[src/rtl/mips_decls_p.sv]
// Shared MIPS decode declarations: opcode/funct encodings plus the
// multiply/divide unit operation and state types.
package mips_decls_p;

  // Primary opcode field (instr[31:26])
  typedef enum logic [5:0] {
    OP_SPECIAL = 6'h00,
    OP_REGIMM  = 6'h01,
    OP_J       = 6'h02,
    OP_JAL     = 6'h03,
    OP_BEQ     = 6'h04,
    OP_BNE     = 6'h05,
    OP_ADDIU   = 6'h09,
    OP_LW      = 6'h23,
    OP_SW      = 6'h2B
  } opcode_t;

  // SPECIAL funct field (instr[5:0]); HI/LO group only
  typedef enum logic [5:0] {
    FN_MFHI  = 6'h10,
    FN_MTHI  = 6'h11,
    FN_MFLO  = 6'h12,
    FN_MTLO  = 6'h13,
    FN_MULT  = 6'h18,
    FN_MULTU = 6'h19,
    FN_DIV   = 6'h1A,
    FN_DIVU  = 6'h1B
  } funct_t;

  // Operations accepted by the multiply/divide unit
  typedef enum logic [2:0] {
    MDU_MULT  = 3'd0,
    MDU_MULTU = 3'd1,
    MDU_DIV   = 3'd2,
    MDU_DIVU  = 3'd3,
    MDU_MTHI  = 3'd4,
    MDU_MTLO  = 3'd5
  } mdu_op_t;

  // Multiply/divide sequencer states
  typedef enum logic [1:0] {
    MDU_IDLE = 2'd0,
    MDU_CALC = 2'd1,
    MDU_SIGN = 2'd2,
    MDU_DONE = 2'd3
  } mdu_state_t;

  function automatic logic mdu_op_signed(mdu_op_t op);
    return (op == MDU_MULT) || (op == MDU_DIV);
  endfunction

  function automatic logic mdu_op_is_div(mdu_op_t op);
    return (op == MDU_DIV) || (op == MDU_DIVU);
  endfunction

endpackage

[src/rtl/mdu_f_if.sv]
// Request/result bundle between the pipeline and the multiply/divide unit.
interface mdu_f_if #(
  parameter int WIDTH = 32
);
  import mips_decls_p::*;

  logic             start;
  mdu_op_t          op;
  logic [WIDTH-1:0] a;
  logic [WIDTH-1:0] b;
  logic             flush;
  logic             busy;
  logic             done;
  logic [WIDTH-1:0] hi;
  logic [WIDTH-1:0] lo;

  modport master (output start, op, a, b, flush, input busy, done, hi, lo);
  modport slave  (input start, op, a, b, flush, output busy, done, hi, lo);
endinterface

[src/rtl/mdu_negate.sv]
// Conditional two's-complement: passes the value through or negates it.
module mdu_negate #(
  parameter int W = 32
) (
  input  logic         neg_i,
  input  logic [W-1:0] val_i,
  output logic [W-1:0] val_o
);
  assign val_o = neg_i ? (~val_i + W'(1)) : val_i;
endmodule

[src/rtl/mdu_f.sv]
// Iterative multiply/divide unit with architectural HI/LO registers.
// Magnitudes are processed unsigned (shift-add / restoring divide, one bit
// per cycle) and signs are applied in a single fix-up cycle afterwards.
module mdu_f
  import mips_decls_p::*;
#(
  parameter int WIDTH = 32,
  parameter int CNT_W = $clog2(WIDTH + 1)
) (
  input  logic  clk,
  input  logic  reset,
  mdu_f_if.slave bus
);

  mdu_state_t         state_q, state_d;
  logic [CNT_W-1:0]   cnt_q, cnt_d;
  logic [2*WIDTH-1:0] acc_q, acc_d;     // {hi part, lo part} working register
  logic [WIDTH-1:0]   opb_q, opb_d;     // multiplicand or divisor magnitude
  logic               is_div_q, is_div_d;
  logic               neg_lo_q, neg_lo_d; // negate product / quotient
  logic               neg_hi_q, neg_hi_d; // negate remainder
  logic [WIDTH-1:0]   hi_q, hi_d, lo_q, lo_d;
  logic               done_q, done_d;

  // Operand magnitudes for the incoming request
  logic             sign_a, sign_b;
  logic [WIDTH-1:0] a_mag, b_mag;
  assign sign_a = mdu_op_signed(bus.op) & bus.a[WIDTH-1];
  assign sign_b = mdu_op_signed(bus.op) & bus.b[WIDTH-1];

  mdu_negate #(.W(WIDTH)) u_neg_a (.neg_i(sign_a), .val_i(bus.a), .val_o(a_mag));
  mdu_negate #(.W(WIDTH)) u_neg_b (.neg_i(sign_b), .val_i(bus.b), .val_o(b_mag));

  // Result sign fix-up: full product, or independent quotient/remainder
  logic [2*WIDTH-1:0] prod_s;
  logic [WIDTH-1:0]   quo_s, rem_s;
  mdu_negate #(.W(2*WIDTH)) u_neg_prod (.neg_i(neg_lo_q), .val_i(acc_q), .val_o(prod_s));
  mdu_negate #(.W(WIDTH)) u_neg_quo (.neg_i(neg_lo_q), .val_i(acc_q[WIDTH-1:0]), .val_o(quo_s));
  mdu_negate #(.W(WIDTH)) u_neg_rem (.neg_i(neg_hi_q), .val_i(acc_q[2*WIDTH-1:WIDTH]), .val_o(rem_s));

  // One multiply step: conditionally add multiplicand to upper half, shift right
  logic [WIDTH:0]     mul_sum;
  logic [2*WIDTH-1:0] mul_step;
  assign mul_sum  = {1'b0, acc_q[2*WIDTH-1:WIDTH]} + (acc_q[0] ? {1'b0, opb_q} : '0);
  assign mul_step = {mul_sum, acc_q[WIDTH-1:1]};

  // One restoring-divide step on the shifted partial remainder
  logic [WIDTH:0]     div_rem_sh;
  logic               div_ge;
  logic [WIDTH-1:0]   div_sub;
  logic [2*WIDTH-1:0] div_step;
  assign div_rem_sh = acc_q[2*WIDTH-1:WIDTH-1];
  assign div_ge     = div_rem_sh >= {1'b0, opb_q};
  assign div_sub    = div_rem_sh[WIDTH-1:0] - opb_q;
  assign div_step   = div_ge ? {div_sub, acc_q[WIDTH-2:0], 1'b1}
                             : {acc_q[2*WIDTH-2:0], 1'b0};

  // State and datapath registers
  always_ff @(posedge clk or negedge reset) begin
    if (!reset) begin
      state_q  <= MDU_IDLE;
      cnt_q    <= '0;
      acc_q    <= '0;
      opb_q    <= '0;
      is_div_q <= 1'b0;
      neg_lo_q <= 1'b0;
      neg_hi_q <= 1'b0;
      hi_q     <= '0;
      lo_q     <= '0;
      done_q   <= 1'b0;
    end else begin
      state_q  <= state_d;
      cnt_q    <= cnt_d;
      acc_q    <= acc_d;
      opb_q    <= opb_d;
      is_div_q <= is_div_d;
      neg_lo_q <= neg_lo_d;
      neg_hi_q <= neg_hi_d;
      hi_q     <= hi_d;
      lo_q     <= lo_d;
      done_q   <= done_d;
    end
  end

  // Next-state and datapath control
  always_comb begin
    state_d  = state_q;
    cnt_d    = cnt_q;
    acc_d    = acc_q;
    opb_d    = opb_q;
    is_div_d = is_div_q;
    neg_lo_d = neg_lo_q;
    neg_hi_d = neg_hi_q;
    hi_d     = hi_q;
    lo_d     = lo_q;
    done_d   = 1'b0;
    case (state_q)
      MDU_IDLE: begin
        if (bus.start && !bus.flush) begin
          case (bus.op)
            MDU_MTHI: begin
              hi_d   = bus.a;
              done_d = 1'b1;
            end
            MDU_MTLO: begin
              lo_d   = bus.a;
              done_d = 1'b1;
            end
            MDU_MULT, MDU_MULTU, MDU_DIV, MDU_DIVU: begin
              is_div_d = mdu_op_is_div(bus.op);
              acc_d    = {{WIDTH{1'b0}}, a_mag};
              opb_d    = b_mag;
              // Divide by zero keeps the all-ones quotient unsigned
              neg_lo_d = (sign_a ^ sign_b) && !(mdu_op_is_div(bus.op) && (b_mag == '0));
              neg_hi_d = mdu_op_is_div(bus.op) && sign_a;
              cnt_d    = '0;
              state_d  = MDU_CALC;
            end
            default: ;
          endcase
        end
      end
      MDU_CALC: begin
        if (bus.flush) begin
          state_d = MDU_IDLE;
        end else begin
          acc_d = is_div_q ? div_step : mul_step;
          cnt_d = cnt_q + CNT_W'(1);
          if (cnt_q == CNT_W'(WIDTH - 1)) state_d = MDU_SIGN;
        end
      end
      MDU_SIGN: begin
        if (bus.flush) begin
          state_d = MDU_IDLE;
        end else begin
          acc_d   = is_div_q ? {rem_s, quo_s} : prod_s;
          state_d = MDU_DONE;
        end
      end
      MDU_DONE: begin
        // A flush arriving here is too late to cancel the commit
        hi_d    = acc_q[2*WIDTH-1:WIDTH];
        lo_d    = acc_q[WIDTH-1:0];
        done_d  = 1'b1;
        state_d = MDU_IDLE;
      end
      default: state_d = MDU_IDLE;
    endcase
  end

  assign bus.busy = (state_q != MDU_IDLE);
  assign bus.done = done_q;
  assign bus.hi   = hi_q;
  assign bus.lo   = lo_q;

endmodule

[src/flat_wrapper.sv]
// flat-port wrapper written by rule: the top's interface ports become plain ports
module mdu_f_flat import mips_decls_p::*;
#(
  parameter int WIDTH = 32,
  parameter int CNT_W = $clog2(WIDTH + 1)
)
  (clk, reset, bus_start, bus_op, bus_a, bus_b, bus_flush, bus_busy, bus_done, bus_hi, bus_lo);
  mdu_f_if #(.WIDTH(WIDTH)) bus_i ();
  input  logic clk;
  input  logic reset;
  input wire logic [$bits(bus_i.start)-1:0] bus_start;
  input wire logic [$bits(bus_i.op)-1:0] bus_op;
  input wire logic [$bits(bus_i.a)-1:0] bus_a;
  input wire logic [$bits(bus_i.b)-1:0] bus_b;
  input wire logic [$bits(bus_i.flush)-1:0] bus_flush;
  output wire logic [$bits(bus_i.busy)-1:0] bus_busy;
  output wire logic [$bits(bus_i.done)-1:0] bus_done;
  output wire logic [$bits(bus_i.hi)-1:0] bus_hi;
  output wire logic [$bits(bus_i.lo)-1:0] bus_lo;
  assign bus_i.start = bus_start;
  assign bus_i.op = bus_op;
  assign bus_i.a = bus_a;
  assign bus_i.b = bus_b;
  assign bus_i.flush = bus_flush;
  assign bus_busy = bus_i.busy;
  assign bus_done = bus_i.done;
  assign bus_hi = bus_i.hi;
  assign bus_lo = bus_i.lo;
  mdu_f #(.WIDTH(WIDTH), .CNT_W(CNT_W)) u_core (.clk(clk), .reset(reset), .bus(bus_i));
endmodule
[config.mk]
export PLATFORM = sky130hd
export DESIGN_NAME = mdu_f_flat
export DESIGN_NICKNAME = d
export VERILOG_FILES = /design/src/rtl/mips_decls_p.sv /design/src/rtl/mdu_f_if.sv /design/src/rtl/mdu_negate.sv /design/src/rtl/mdu_f.sv /design/src/flat_wrapper.sv
export SDC_FILE = /design/constraint.sdc
export NUM_CORES = 1
export LEC_CHECK = 0
export CAP_MARGIN = 0
export CORE_AREA = 5 5 190 192
export DETAILED_ROUTE_END_ITERATION = 10
export DIE_AREA = 0 0 195 197
export GPL_ROUTABILITY_DRIVEN = 0
export GPL_TIMING_DRIVEN = 0
export PLACE_DENSITY = 0.61
export SLEW_MARGIN = 0
export SYNTH_ARGS = -nofsm -noshare
export SYNTH_HDL_FRONTEND = slang
export SYNTH_SLANG_ARGS = --single-unit
[constraint.sdc]
create_clock -name clk -period 5.1 [get_ports clk]
set_clock_uncertainty 0.15 [all_clocks]
set_input_delay 1.275 -clock clk [delete_from_list [all_inputs] [get_ports clk]]
set_output_delay 1.275 -clock clk [all_outputs]
set_load 0.02 [all_outputs]
==> metrics.yaml, run 1 <==
cp_slowest_cell: "dfrtp_1"
hold_start: "u_core.opb_q[24]"
finalHoldViolations: 0
synth.net_count: 2158
ios: 137
clkTransAtPathRegs_ns: 0.08
crit_path_end_kind: "flip-flop"
final_util: 0.516
via_count: 16200
grt_max_degree: 111
synth_cell_types: 84
antenna_cells: 0
hpwl_um: 43900
start_util: 0.444
area_growth_pct: 16.3
fp.dieArea_um2: 38400
cts_tree: "done"
synth_fa_ha_area_frac: 0.0636
clock-sinks: 172
final_max_slew_viol_count: 0
overflow: 0
synth-main-ff-cell: "dfrtp_1"
synth.yosys.seq_area_share: 0.283
netlist_top_cells_area: "dfrtp_1, o21ai_0, a21oi_1"
power.density_nw_per_um2: 734
worstSetupPathType: "flip-flop to flip-flop"
ff_latch_area_um2: 4300
syn_area_um2: 15200
cts_setup_buffers: 0
arrival_ns: 4.89
drc_errors: 0
grt_pass1_wl_um: 88300
wire_per_inst_um: 21.7
final_nets: 2307
p_leak_nw: 7.43
rows: 68
insertion_delay_ns: 0.46
multi_input_area_um2: 10200
worst-path-max-fanout: 10
drt-total-wl_um: 56900
numPortBuffers: 129
cts_buffer_depth: 2
cts_made_buffers: 17
hold_class: "flip-flop to flip-flop"
yosys_warnings: 0
cp_cell_sequence: "inv_1 > clkbuf_2 > nor2_1 > ha_1 > a211oi_1 > o21bai_1 > a21oi_1 > o2111a_1 > o211ai_1 > a311oi_1 > nor2_1 > a311oi_1 > xnor2_1 > o311a_1"
slew_headroom: 0.309
postSynthCellCount: 2011
grt_pass1_vias: 15200
rsz0062_at_grt: "no"
status: "complete, no violations"
synthSimpleGateAreaFrac: 0.231
maxCapViolations: 0
synth_commonest_cells: "nand2_1, nor2_1, o21ai_0"
coreArea_um2: 34200
antenna_found_initial: 0
min_period_ns: 4.71
die_h_um: 197
antenna_left: 0
startpoint_type: "flip-flop"
r2r_slack_ns: 0.39
synth_top_family_by_area: "compound AO/OA/AOI/OAI gates"
placed_area_um2: 17100
via_per_inst: 6.15
crit_path_start: "u_core.acc_q[0]"
drt_first_iter_violations: 1762
htreeDepth: 4
yosysMostFrequentCell: "nand2_1"
synth_compound_area_frac: 0.272
avgSynthCellArea_um2: 7.55
fin_crit_sh: 0.924
drtPass1Iterations: 7
rr_startpoint: "u_core.acc_q[0]"
grt_usage: 0.288
critPathRequiredTime_ns: 5.29
synth_edf_count: 0
fillCellCount: 3402
synth_seq_cells: 172
die_x_um: 195
synthArstFlopShare: 1.00
synth_largest_area_cell: "dfrtp_1"
synth-xor-area-share: 0.0779
final_area_um2: 17700
synth_top_cell_area_share: 0.283
worst_pin_slew_ns: 1.04
layout-drive-gt1-share: 0.0368
clock.fmax_mhz: 212
setup_viol: 0
synth.mux.area_fraction: 0.0253
cpPeakStageDelay_ns: 0.58
vdd_drop_max_mv: 0.380
cts_root_buf: "clkbuf_16"
[registers in the layout, summed over array words and instances (netlist names)]
name and cells:
u_core.acc_q 64, u_core.bus.done 1, u_core.bus.hi 32, u_core.bus.lo 32, u_core.cnt_q 6, u_core.is_div_q 1, u_core.neg_hi_q 1, u_core.neg_lo_q 1
u_core.opb_q 32, u_core.state_q 2
[what timing repair did]
| item | 4_1_cts | 5_1_grt |
|---|---|---|
| hold buffers | 0 | 0 |
| gates resized for setup | 0 | 2 |
| setup endpoints to repair | 0 | 1 |
[kinds of logic (layout without fill, tap and decap cells)]
logic type / after synthesis / in the layout
and+or+nand+nor: 732 / 732
AOI/OAI and AO/OA: 672 / 672
buffers and inverters: 186 / 348
DFF: 172 / 172
xor gates and xnor gates: 135 / 135
adders and majority gates: 76 / 76
muxes: 38 / 38
[power breakdown]
part	internal, mW	switching (mW)	total, mW
Sequential	2.02	0.770	2.79
Clock	0.724	0.615	1.34
Combinational	3.19	5.64	8.83
[worst paths after layout]
path                                         end  depth (start not counted)
worst max-delay path            u_core.acc_q[62]                         14
worst min-delay path            u_core.opb_q[24]                          2
worst max register to register  u_core.acc_q[62]                         14
worst min register to register  u_core.opb_q[24]                          2
max in group asynchronous       u_core.acc_q[26]                          2
min in group asynchronous       u_core.acc_q[42]                          1
[critical path: cells and delay by family, from the launching register on]
kind	cells	cell delay, ns
xor gates and xnor gates	1	0.13
and+or+nand+nor	2	0.40
DFF	1	0.58
buffers and inverters	2	0.47
adders and majority gates	1	0.29
AOI/OAI and AO/OA	8	2.56
[layer usage]
layer | up-vias | track usage | routed length [um]
met5 | - | 0 | 0
met4 | 0 | 0.0931 | 1730
met3 | 116 | 0.0600 | 5020
met2 | 778 | 0.429 | 24400
met1 | 7702 | 0.419 | 25800
li1 | 7576 | - | -
[cell usage in the layout, fill, tap and decap left out, types with 18 or more instances in the layout]
master,n
a21o_1,33
a21oi_1,198
a31oi_1,19
clkbuf_1,105
clkdlybuf4s50_1,128
dfrtp_1,172
ha_1,74
inv_1,59
mux2i_1,35
nand2_1,231
nand3_1,33
nand4_1,18
nor2_1,216
nor2b_1,42
nor3_1,55
o211ai_1,27
o21ai_0,214
o221ai_1,24
o31ai_1,22
or3_1,28
xnor2_1,63
xor2_1,72
[through the flow]
| stage | setup WS [ns] | hold WS (ns) | TNS [ns] | power, mW | std cells |
|---|---|---|---|---|---|
| floorplan | 1.33 | 0.288 | 0 | 8.42 | 2011 |
| global placement | -5.05 | 0.312 | -866.00 | 11.2 | 2595 |
| detailed placement | 0.213 | 0.320 | 0 | 11.3 | 2596 |
| CTS | 0.210 | 0.335 | 0 | 12.7 | 2628 |
| global route | 0.133 | 0.354 | 0 | 13.9 | 2628 |
| finish | 0.390 | 0.327 | 0 | 13.0 | 2628 |
[area by class of cell]
type,instances,area share
clock inverter,13,0.00808
sequential,172,0.244
timing repair buffer,130,0.0750
multi-input combinational,1653,0.576
buffer,125,0.0278
clock buffer,19,0.0245
inverter,61,0.0130
tap,455,0.0322
Note: power is estimated with default switching activity, not from simulation.
==> run 2: changes to the inputs <==
--- a/config.mk
+++ b/config.mk
@@ -12,6 +12,8 @@
 export GPL_ROUTABILITY_DRIVEN = 0
 export GPL_TIMING_DRIVEN = 0
 export PLACE_DENSITY = 0.61
+export REMOVE_ABC_BUFFERS = 1
+export SETUP_SLACK_MARGIN = 0.5
 export SLEW_MARGIN = 0
 export SYNTH_ARGS = -nofsm -noshare
 export SYNTH_HDL_FRONTEND = slang
==> run 2 against run 1 <==
Compared with the run above: clock-buffer cell count shrank 1; sequential share of layout area grew 0.087 points; routed wire length shrank 16%; via count shrank 6.9%; non-clock buffer count shrank 106; critical path type is now primary input to flip-flop; largest cell class unchanged.
==> metrics.yaml, run 2 (synthesis gave the netlist of run 1 again) <==
hold_ws_ns: 0.328  # was 0.327 ns
rows: 68  # unchanged
arrival_ns: 4.53  # was 4.89 ns
antenna_found_initial: 0  # unchanged
overflow: 0  # unchanged
crit_path_end_kind: "flip-flop"  # unchanged
combPwrFrac: 0.648  # was 0.682
crit_path_start: "bus_a[2]"  # was u_core.acc_q[0]
hpwl_um: 35800  # was 43900 um
drt_first_iter_violations: 1287  # was 1762
vdd_drop_max_mv: 0.391  # was 0.380 mV
die_x_um: 195  # unchanged
worst_pin_slew_ns: 1.25  # was 1.04 ns
rsz0062_at_grt: "no"  # unchanged
die_h_um: 197  # unchanged
final_common_cell: "nand2_1"  # unchanged
cts_root_buf: "clkbuf_16"  # unchanged
p_leak_nw: 7.46  # was 7.43 nW
via_per_inst: 5.98  # was 6.15
fp.dieArea_um2: 38400  # unchanged
final_max_slew_viol_count: 0  # unchanged
grt_pass1_vias: 14200  # was 15.2k
antenna_left: 0  # unchanged
grt_pass1_wl_um: 76600  # was 88300 um
pwr-share-seq: 0.236  # was 0.215
coreArea_um2: 34200  # unchanged
ctsHoldBuffers: 0  # unchanged
finalHoldViolations: 0  # unchanged
drt-total-wl_um: 47700  # was 56900 um
numPortBuffers: 136  # was 129
hold_class: "flip-flop to flip-flop"  # unchanged
dp_cells: 2486  # was 2596
final_area_um2: 17600  # was 17700 um^2
antenna_cells: 0  # unchanged
ff_latch_area_um2: 4310  # was 4300 um^2
final_nets: 2202  # was 2307
start_util: 0.444  # unchanged
fin_ws_ns: 0.725  # was 0.390 ns
worst-path-max-fanout: 6  # was 10
dp_slack_ns: -0.739  # was 0.213 ns
largest-register: "u_core.acc_q"  # unchanged
fillCellCount: 3357  # was 3402
clock.fmax_mhz: 229  # was 212 MHz
cts_made_buffers: 17  # unchanged
drc_errors: 0  # unchanged
drtPass1Iterations: 5  # was 7
cts_tree: "done"  # unchanged
clockPowerShare: 0.116  # was 0.103
hold_start: "u_core.bus.hi[14]"  # was u_core.opb_q[24]
final_cells: 2520  # was 2628
insertion_delay_ns: 0.44  # was 0.46 ns
ios: 137  # unchanged
rr_startpoint: "u_core.acc_q[0]"  # unchanged
wire_per_inst_um: 18.9  # was 21.7 um
clock-sinks: 172  # unchanged
min_period_ns: 4.37  # was 4.71 ns
power.density_nw_per_um2: 712  # was 734 nW/um^2
setup_viol: 0  # unchanged
power.share.switching: 0.512  # was 0.542
placed_area_um2: 16900  # was 17100 um^2
startpoint_type: "primary input"  # was flip-flop
htreeDepth: 4  # unchanged
grt_max_degree: 112  # was 111
status: "complete, no violations"  # unchanged
area_growth_pct: 16.0  # was 16.3%
maxCapViolations: 0  # unchanged
worstSetupPathType: "primary input to flip-flop"  # was flip-flop to flip-flop
p_int_mw: 6.12  # was 5.93 mW
multi_input_area_um2: 10300  # was 10200 um^2
grt_usage: 0.241  # was 0.288
slew_headroom: 0.163  # was 0.309
largest_reg_flops: 64  # unchanged
layout-drive-gt1-share: 0.0450  # was 0.0368
via_count: 15100  # was 16.2k
cts_buffer_depth: 2  # unchanged
fin_crit_sh: 0.858  # was 0.924
clkTransAtPathRegs_ns: 0.07  # was 0.08 ns
mostFrequentLayoutCells: "nand2_1, nor2_1, o21ai_0"  # unchanged
switchingPower_mw: 6.43  # was 7.03 mW
critPathRequiredTime_ns: 5.25  # was 5.29 ns
==> run 2: path summary, 6_finish.rpt <==
kind | to | slack (ns) | cells after the start
max | u_core.acc_q[22] | 0.73 | 11
max reg2reg | u_core.acc_q[62] | 0.74 | 14
min in group asynchronous | u_core.bus.hi[8] | 0.59 | 1
min | u_core.bus.hi[14] | 0.33 | 2
min reg2reg | u_core.bus.hi[14] | 0.33 | 2
max in group asynchronous | u_core.is_div_q | 3.22 | 2
==> run 2: area by class of cell <==
cell class,instances,share of cell area
Multi-Input combinational cell,1653,0.582
Timing Repair inverter,1,0.000284
Clock buffer,18,0.0249
Inverter,61,0.0132
Clock inverter,11,0.0110
Tap cell,455,0.0323
Timing Repair Buffer,149,0.0912
Sequential cell,172,0.245
==> run 2: power by group through the flow <==
stage / sequential (mW) / combinational [mW] / clock [mW]
global route: 3.06 / 9.00 / 1.53
global placement: 3.01 / 7.64 / 0
finish: 2.96 / 8.13 / 1.46
floorplan: 2.98 / 5.26 / 0
CTS: 2.94 / 8.03 / 1.47
detailed placement: 2.95 / 7.98 / 0
==> run 2: what timing repair did <==
item                       CTS  global route
buffers inserted             0             4
setup endpoints to repair   29            11
resized for setup            5             6
pin swaps                    0             1
cloned                       1             0
==> run 2: through the flow <==
stage                     total power [mW]  utilization  TNS [ns]
after floorplan                       8.24            -         0
after global routing                  13.6        0.515         0
after detailed placement              10.9        0.494    -11.42
after global placement                10.7        0.486   -981.38
final                                 12.5        0.515         0
after CTS                             12.4        0.513         0
==> run 2: critical path: stages <==
cell and delay [ns]:
clkdlybuf4s50_1 0.50, or3_1 0.42, nor3b_1 0.62, a21oi_1 0.31, nor3_1 0.49, o21ai_0 0.23
xor2_1 0.19, nor2_1 0.16, nor3_1 0.06, o21ai_0 0.18, o31ai_1 0.09
==> run 2: per-layer routing <==
metal  vias to the layer above  part of all wire  global-route usage
li1                       7361                 -                   -
met2                       548              0.45               0.389
met5                         -                 0                   0
met4                         0             0.021              0.0587
met1                      7084              0.47               0.347
met3                        70             0.059              0.0306
